File: src/rtl/key_pkg.sv
// Shared types and helpers for the 4x4 keypad column-scan controller.
package key_pkg;

    localparam int KEY_ROWS = 4;
    localparam int KEY_COLS = 4;

    // SCAN walks the columns, DEB_PRESS confirms a press, HOLD waits for release.
    typedef enum logic [1:0] {
        SCAN      = 2'd0,
        DEB_PRESS = 2'd1,
        HOLD      = 2'd2
    } key_fsm_t;

    // Index of the lowest low (pressed) row bit; the lowest row wins when
    // several keys of one column are down. An all-ones pattern never reaches
    // the caller, it maps to row 0.
    function automatic logic [1:0] lowest_zero(input logic [KEY_ROWS-1:0] pattern);
        logic [1:0] row;
        casez (pattern)
            4'b???0: row = 2'd0;
            4'b??01: row = 2'd1;
            4'b?011: row = 2'd2;
            4'b0111: row = 2'd3;
            default: row = 2'd0;
        endcase
        return row;
    endfunction

endpackage

File: src/rtl/key_sync2.sv
// Two-flop synchronizer for the asynchronous keypad row lines.
// Resets to all-ones so an idle (released) keypad is seen during reset.
module key_sync2
    import key_pkg::*;
(
    input  logic                clk,
    input  logic                rst,
    input  logic [KEY_ROWS-1:0] row_raw,
    output logic [KEY_ROWS-1:0] row_sync
);

    logic [KEY_ROWS-1:0] meta;

    // Shift the raw rows through two flops to settle metastability.
    always_ff @(posedge clk) begin
        // NOTE: sequential state uses non-blocking assignments so both flops
        // sample their inputs from before the edge; blocking would collapse
        // the chain into a single flop.
        if (rst) begin
            meta     <= '1;
            row_sync <= '1;
        end else begin
            meta     <= row_raw;
            row_sync <= meta;
        end
    end

endmodule

File: src/rtl/key_4x4_scan.sv
// Column-scan controller for a 4x4 matrix keypad: drives one column low at a
// time, samples the pulled-up rows at the end of each slot, debounces press
// and release, and emits a one-cycle event with key index and press/release.
module key_4x4_scan
    import key_pkg::*;
#(
    parameter int SCAN_TICKS = 50000,
    parameter int DEB_TICKS  = 500000
) (
    input  logic       Clk,
    input  logic       Rst,
    input  logic [3:0] Key_Row,
    output logic [3:0] Key_Col,
    output logic       key_flag,
    output logic [3:0] key_value,
    output logic       key_state
);

    localparam int SW = $clog2(SCAN_TICKS);
    localparam int DW = $clog2(DEB_TICKS);
    localparam logic [SW-1:0] SLOT_LAST = SW'(SCAN_TICKS - 1);
    localparam logic [DW-1:0] DEB_LAST  = DW'(DEB_TICKS - 1);

    // Synchronized row lines; all decisions below use only this value.
    logic [KEY_ROWS-1:0] row_s;

    key_sync2 u_sync (
        .clk      (Clk),
        .rst      (Rst),
        .row_raw  (Key_Row),
        .row_sync (row_s)
    );

    // Registered state and its next-state values.
    key_fsm_t            state,    state_nxt;
    logic [1:0]          col_idx,  col_nxt;
    logic [SW-1:0]       slot_cnt, slot_nxt;
    logic [DW-1:0]       deb_cnt,  deb_nxt;
    logic [KEY_ROWS-1:0] pattern,  pattern_nxt;
    logic                flag_nxt;
    logic [3:0]          value_nxt;
    logic                kstate_nxt;

    // Column drive follows the column index; the column stays driven while
    // a key is being debounced or held because col_idx does not move then.
    assign Key_Col = ~(4'b0001 << col_idx);

    // State register with synchronous reset to the idle scanning state.
    always_ff @(posedge Clk) begin
        if (Rst) begin
            state     <= SCAN;
            col_idx   <= 2'd0;
            slot_cnt  <= '0;
            deb_cnt   <= '0;
            pattern   <= '1;
            key_flag  <= 1'b0;
            key_value <= 4'd0;
            key_state <= 1'b1;
        end else begin
            state     <= state_nxt;
            col_idx   <= col_nxt;
            slot_cnt  <= slot_nxt;
            deb_cnt   <= deb_nxt;
            pattern   <= pattern_nxt;
            key_flag  <= flag_nxt;
            key_value <= value_nxt;
            key_state <= kstate_nxt;
        end
    end

    // Next-state logic: slot timing, press debounce and release debounce.
    always_comb begin
        // NOTE: every output of this block gets a default first so no path
        // leaves a signal unassigned, which would otherwise infer a latch.
        state_nxt   = state;
        col_nxt     = col_idx;
        slot_nxt    = slot_cnt;
        deb_nxt     = deb_cnt;
        pattern_nxt = pattern;
        flag_nxt    = 1'b0;
        value_nxt   = key_value;
        kstate_nxt  = key_state;

        case (state)
            SCAN: begin
                // Rows are looked at only on the last cycle of a slot so the
                // column drive and the synchronizer have settled.
                if (slot_cnt == SLOT_LAST) begin
                    slot_nxt = '0;
                    if (row_s == 4'hF) begin
                        col_nxt = col_idx + 2'd1;
                    end else begin
                        pattern_nxt = row_s;
                        deb_nxt     = '0;
                        state_nxt   = DEB_PRESS;
                    end
                end else begin
                    slot_nxt = slot_cnt + SW'(1);
                end
            end

            DEB_PRESS: begin
                if (row_s == 4'hF) begin
                    // Contact opened before it was confirmed: a glitch or a
                    // bounce. Carry on scanning from the next column.
                    state_nxt = SCAN;
                    col_nxt   = col_idx + 2'd1;
                    slot_nxt  = '0;
                    deb_nxt   = '0;
                end else if (row_s != pattern) begin
                    pattern_nxt = row_s;
                    deb_nxt     = '0;
                end else if (deb_cnt == DEB_LAST) begin
                    flag_nxt   = 1'b1;
                    value_nxt  = {lowest_zero(pattern), col_idx};
                    kstate_nxt = 1'b0;
                    state_nxt  = HOLD;
                    deb_nxt    = '0;
                end else begin
                    deb_nxt = deb_cnt + DW'(1);
                end
            end

            HOLD: begin
                // Count only while every row is high; any low bit is a
                // bounce or the key still being held.
                if (row_s != 4'hF) begin
                    deb_nxt = '0;
                end else if (deb_cnt == DEB_LAST) begin
                    flag_nxt   = 1'b1;
                    kstate_nxt = 1'b1;
                    state_nxt  = SCAN;
                    col_nxt    = col_idx + 2'd1;
                    slot_nxt   = '0;
                    deb_nxt    = '0;
                end else begin
                    deb_nxt = deb_cnt + DW'(1);
                end
            end

            default: begin
                state_nxt = SCAN;
                slot_nxt  = '0;
                deb_nxt   = '0;
            end
        endcase
    end

endmodule

File: config.mk
export PLATFORM = sky130hd
export DESIGN_NAME = key_4x4_scan
export DESIGN_NICKNAME = d
export VERILOG_FILES = /design/src/rtl/key_pkg.sv /design/src/rtl/key_sync2.sv /design/src/rtl/key_4x4_scan.sv
export SDC_FILE = /design/constraint.sdc
export NUM_CORES = 1
export LEC_CHECK = 0
export ABC_AREA = 1
export CAP_MARGIN = 40
export CORE_MARGIN = 3
export CORE_UTILIZATION = 35
export CTS_CLUSTER_SIZE = 10
export DETAILED_ROUTE_END_ITERATION = 7
export GPL_ROUTABILITY_DRIVEN = 0
export PLACE_DENSITY_LB_ADDON = 0.08
export SLEW_MARGIN = 5
export SYNTH_ARGS = -nofsm -noshare
export SYNTH_HDL_FRONTEND = slang
export SYNTH_SLANG_ARGS = --single-unit
File: constraint.sdc
create_clock -name Clk -period 3.45 [get_ports Clk]
set_input_delay 0.69 -clock Clk [delete_from_list [all_inputs] [get_ports Clk]]
set_output_delay 0.69 -clock Clk [all_outputs]
set_load 0.005 [all_outputs]
Word level (Yosys, flattened, before mapping)
Index checks and enable logic that the tools add are counted.

word-level totals
  flip-flop bits (word level) = 57
  logic and storage cells = 91
  bits of input ports = 6

operators by class
  multiplexer cells = 42
  bitwise operators = 3
  eq/ne operators = 21
  shift operators = 1
  add/subtract/negate cells = 3
  reduce and logical (&&, ||, !) cells = 11

operator list
  operator                 count
  $mux W19                 6
  $mux W16                 4
  $pmux W19 S3             1
  $pmux W16 S3             1
  $mux W2                  11
  $add A19 B1 Y19 const B  1
  $eq A19 B19 Y1 const B   1
  $ne A2 B2 Y1 const B     9
  $pmux W2 S3              3
  $add A16 B1 Y16 const B  1
  $eq A16 B16 Y1 const B   1
  $mux W4                  4
  $reduce_and A6 Y1        2
  $mux W1                  9
  $pmux W4 S2              1
  $reduce_and A4 Y1        2
  $ne A3 B3 Y1 const B     2
  $reduce_and A5 Y1        1
  $eq A2 B1 Y1 const B     2
  $eq A4 B3 Y1 const B     1
  $eq A4 B4 Y1 const B     1
  $ne A4 B4 Y1             1
  $ne A4 B4 Y1 const B     1
  $not A4 Y4               1
  11 further kinds         14

Longest topological paths before layout
  depth in word-level cells = 5
  gate-level depth with buffers = 13

Cells and area by module
A second synthesis with hierarchy kept.

second synthesis, totals
  cells, all modules = 499
  area, all modules = 3303.2 sq um

by module, submodules not included
  module        instances  cells an instance  area an instance (sq um)  sequential area each (sq um)
  key_4x4_scan  1          474                3079.2                    980.9
  key_sync2     1          25                 224.0                     160.2

Least setup slack after synthesis
No wires, ideal clock.

  path type = reg2reg
  start point = reg state[0]
  end point = reg slot_cnt[12]
  slack = 1.852 ns
  library setup time = 0.116 ns
  path buffers = 1
  arrival time = 1.482 ns
  clock period less this slack = 1.598 ns
  stages on the path, launching flop included = 8
  cell sequence = dfxtp_1 > inv_1 > ha_1 > o21ai_0 > nand2_4 > buf_2 > a21oi_1 > nor2_1

between the ends
  word-level cells in the longest chain between the ends = 3

RTL lines
  element                                              RTL line            source
  from (decl)                                          key_4x4_scan.sv:35  key_fsm_t state, state_nxt;
  from (signal assigned)                               key_4x4_scan.sv:60  state <= state_nxt;
  $eq A2 B1 Y1 / $eq A2 B2 Y1 (equally long branches)  key_4x4_scan.sv:84  case (state)
  $ne A2 B2 Y1 (no source line)                        --
  $reduce_and A3 Y1 (no source line)                   --
  to (signal assigned)                                 key_4x4_scan.sv:62  slot_cnt <= slot_nxt;
  to (decl)                                            key_4x4_scan.sv:37  logic [SW-1:0] slot_cnt, slot_nxt;

Parallel ways exist; a longest one is shown, timed or not.
A chain may end at the register's enable or synchronous reset.

==> results.yml <==
timing:
  slew_viol_final: 0
  fin_hold_ws_ns: 0.4115
  max_slew_margin_pct: 57.67
  clock.fmax_mhz: 438.7
  worstMarginPinSlew_ns: 0.6310
  finClkSkew_ns: 0.01253
  setup_viol: 0
  hold_viol_final: 0
  rsz0062_at_grt: "false"
  setup_tns_ns: 0
  fin_crit_sh_pct: 66.08
  period_minus_slack_ns: 2.280
logic_synthesis:
  syn_area_per_cell_sq_um: 6.597
  synth_fp_nets: 518
  ys_ff_latch: 57
  synth_top_family_by_area: "simple AND/OR/NAND/NOR gates"
  synth-async-reset-ratio_pct: 0
  synthXorXnorAreaFrac_pct: 2.376
  synthMuxAreaShare_pct: 0
  syn_inst: 503
  syn_area_sq_mm: 0.003318
  ys_types: 37
  seq_area_frac_synth_pct: 34.39
  synth_adder_area_share_pct: 3.394
  synth_compound_area_share_pct: 8.107
  synth_flop_cell: "dfxtp_1"
  synth_warnings: 0
  synth_edf_count: 0
  synthSimpleGateAreaFrac_pct: 41.89
floorplan:
  rows: 34
  die_h_um: 103.4
  initial_utilization_pct: 36.97
  core_area_sq_mm: 0.008976
  die_area_sq_mm: 0.01068
  die_w_um: 103.4
  io_pins: 16
global_route:
  overflow: 0
  grt_busiest_layer: "met2"
  grt_pass1_wl_mm: 13.52
  use_met2_pct: 24.02
  grt_pass1_vias: 2805
  grtUsageMet3_pct: 2.884
  grt_usage_pct: 16.11
  use_met1_pct: 22.91
  grt_max_degree: 27
  antenna_found_initial: 0
setup_path:
  required_ns: 3.66
  reg2reg_from: "slot_cnt[0]"
  r2r_setup_slack_ns: 1.47
  crit_chain: "clkdlybuf4s50_1 -> buf_4 -> clkinv_1 -> nand2_4 -> nor2_1"
  cp_max_fo: 24
  start_kind: "input pin"
  r2r-end: "pattern[3]"
  crit_type: "input pin to flop"
  reg2reg_depth: 10
  max_stage_delay_ns: 0.58
  slowest_stage: "clkinv_1"
  crit_arrival_ns: 2.48
  end_kind: "flop"
flow_run:
  maxCapViolCount: 0
routing:
  viasPerCell: 4.613
  postRouteAntennaNets: 0
  drtIter0Drc: 130
  post_drt_wl_per_cell_um: 11.80
  dr.pass1.iters: 5
  routed_wl_mm: 7.680
  vias: 3003
  drc_errors: 0
cells_and_area:
  drive_above_1_share_pct: 11.05
  nNetsFinal: 535
  final_area_sq_mm: 0.003807
  areaGrowthSynthToFinish_pct: 14.74
  diodes: 0
cts:
  clock_latency_ns: 0.33
  postCtsSetupRepairBufs: 0
  cts_root_buf: "clkbuf_8"
  cts-hold-fix-buffers: 0
  h-tree-depth: 3
  cts_made_buffers: 9
  numClockSinks: 57
  clkSlewWorstSetupHoldPaths_ns: 0.07
  post_cts_resized: 0
  cts_tree: "done"
  cts_buffer_depth: 2
min_path:
  hold_depth: 1
  hp-class: "flop to flop"
  holdPathEnd: "u_sync.row_sync[0]"
  hold_start: "u_sync.meta[0]"
power:
  p_leak_nw: 1.604
  p_per_area_mw_per_mm2: 391.7
  ir_drop_mv: 0.1584
  power_w: 0.001491
status:
  outcome: "complete, no violations"
placed_design:
  port-buffer-count: 15
  dpl_cell_area_sq_mm: 0.003563
  dp_hpwl_mm: 5.584
[sequential cells by signal (all words and copies together), names as in the netlist, 2 cells and up]
register,flops
col_idx,2
deb_cnt,19
key_value,4
pattern,4
slot_cnt,16
state,2
u_sync.meta,4
u_sync.row_sync,4
[per-stage QoR]
stage                     utilization (%)  instances  worst slack, ns
after floorplan                         -        503            1.852
after global placement              39.70        635           0.8035
after detailed placement            39.70        635           0.7779
after CTS                           42.42        651            1.128
after global routing                42.42        651           0.9730
final                               42.42        651            1.170
[cell families (layout without fill, tap and decap cells)]
logic type      Yosys count  in the layout
fa+ha+maj                 9              9
simple gates            304            304
buf+inv                  78            100
xor+xnor                  9              9
flops                    57             57
compound gates           46             46
[synth_stat cells, drive strengths merged (3+ instances only)]
cell	number	area (sq um)
buf	6	55.05
o21bai	4	33.78
clkbuf	4	15.01
inv	66	247.7
o211ai	4	30.03
dfxtp	57	1141
a211oi	3	22.52
nand2	139	584.3
ha	9	112.6
nor2	84	347.8
nand4	10	68.81
nor3	14	70.07
nand3	44	235.2
a21oi	20	103.9
o21ai	13	65.06
xor2	7	61.31
or2	10	62.56
[where the power goes]
group          total (W)  leakage [nW]  switching (W)  internal, W
Clock           0.000777         0.120       0.000278     0.000499
Combinational  0.0000437          1.02      0.0000266    0.0000171
Sequential      0.000671         0.462     0.00000572     0.000665
[routing by layer]
metal  wire (um)  part of all wire, %
met5           0                    0
met4         119                  1.5
met3         271                  3.5
met2        3306                   43
met1        3983                   52
[critical path, delay by kind of cell]
| kind | cells | cell delay [ns] |
|---|---|---|
| buf+inv | 3 | 1.29 |
| simple gates | 2 | 0.50 |
[worst max-delay path by stage]
stage | from | endpoint | slack (ns) | cells past startpoint
final | Rst | deb_cnt[6] | 1.17 | 5
after global routing | Rst | deb_cnt[6] | 0.97 | 5
after CTS | Rst | deb_cnt[6] | 1.13 | 5
after detailed placement | Rst | deb_cnt[11] | 0.78 | 5
after global placement | Rst | deb_cnt[1] | 0.80 | 5
after floorplan | state[0] | slot_cnt[12] | 1.85 | 7
[layout make-up]
cell class	instances	area [sq um]
clock buffer	11	141.4
clock inverter	5	102.6
fill	951	5169
inverter	68	256.5
multi-input combinational	368	1851
sequential	57	1141
tap	126	157.7
timing repair buffer	16	157.7
[cells in the final DEF (no fill, tap or decap), types with 3 or more instances in the layout]
| cell | netlist | routed |
|---|---|---|
| nand3_2 | 3 | 3 |
| a211oi_1 | 3 | 3 |
| inv_1 | 64 | 64 |
| nor3_1 | 14 | 14 |
| clkdlybuf4s50_1 | 0 | 15 |
| o21ai_0 | 13 | 13 |
| bufinv_16 | 0 | 3 |
| nand2_2 | 10 | 10 |
| nand2_4 | 5 | 5 |
| xor2_1 | 7 | 7 |
| o211ai_1 | 4 | 4 |
| ha_1 | 9 | 9 |
| nor2_1 | 75 | 75 |
| a21oi_1 | 19 | 19 |
| clkbuf_8 | 0 | 10 |
| dfxtp_1 | 57 | 57 |
| nand3_1 | 41 | 41 |
| nand4_1 | 9 | 9 |
| nor2_2 | 7 | 7 |
| o21bai_1 | 3 | 3 |
| nand2_1 | 124 | 124 |
| or2_2 | 9 | 9 |
No activity file was read; power rests on OpenSTA's default activity.
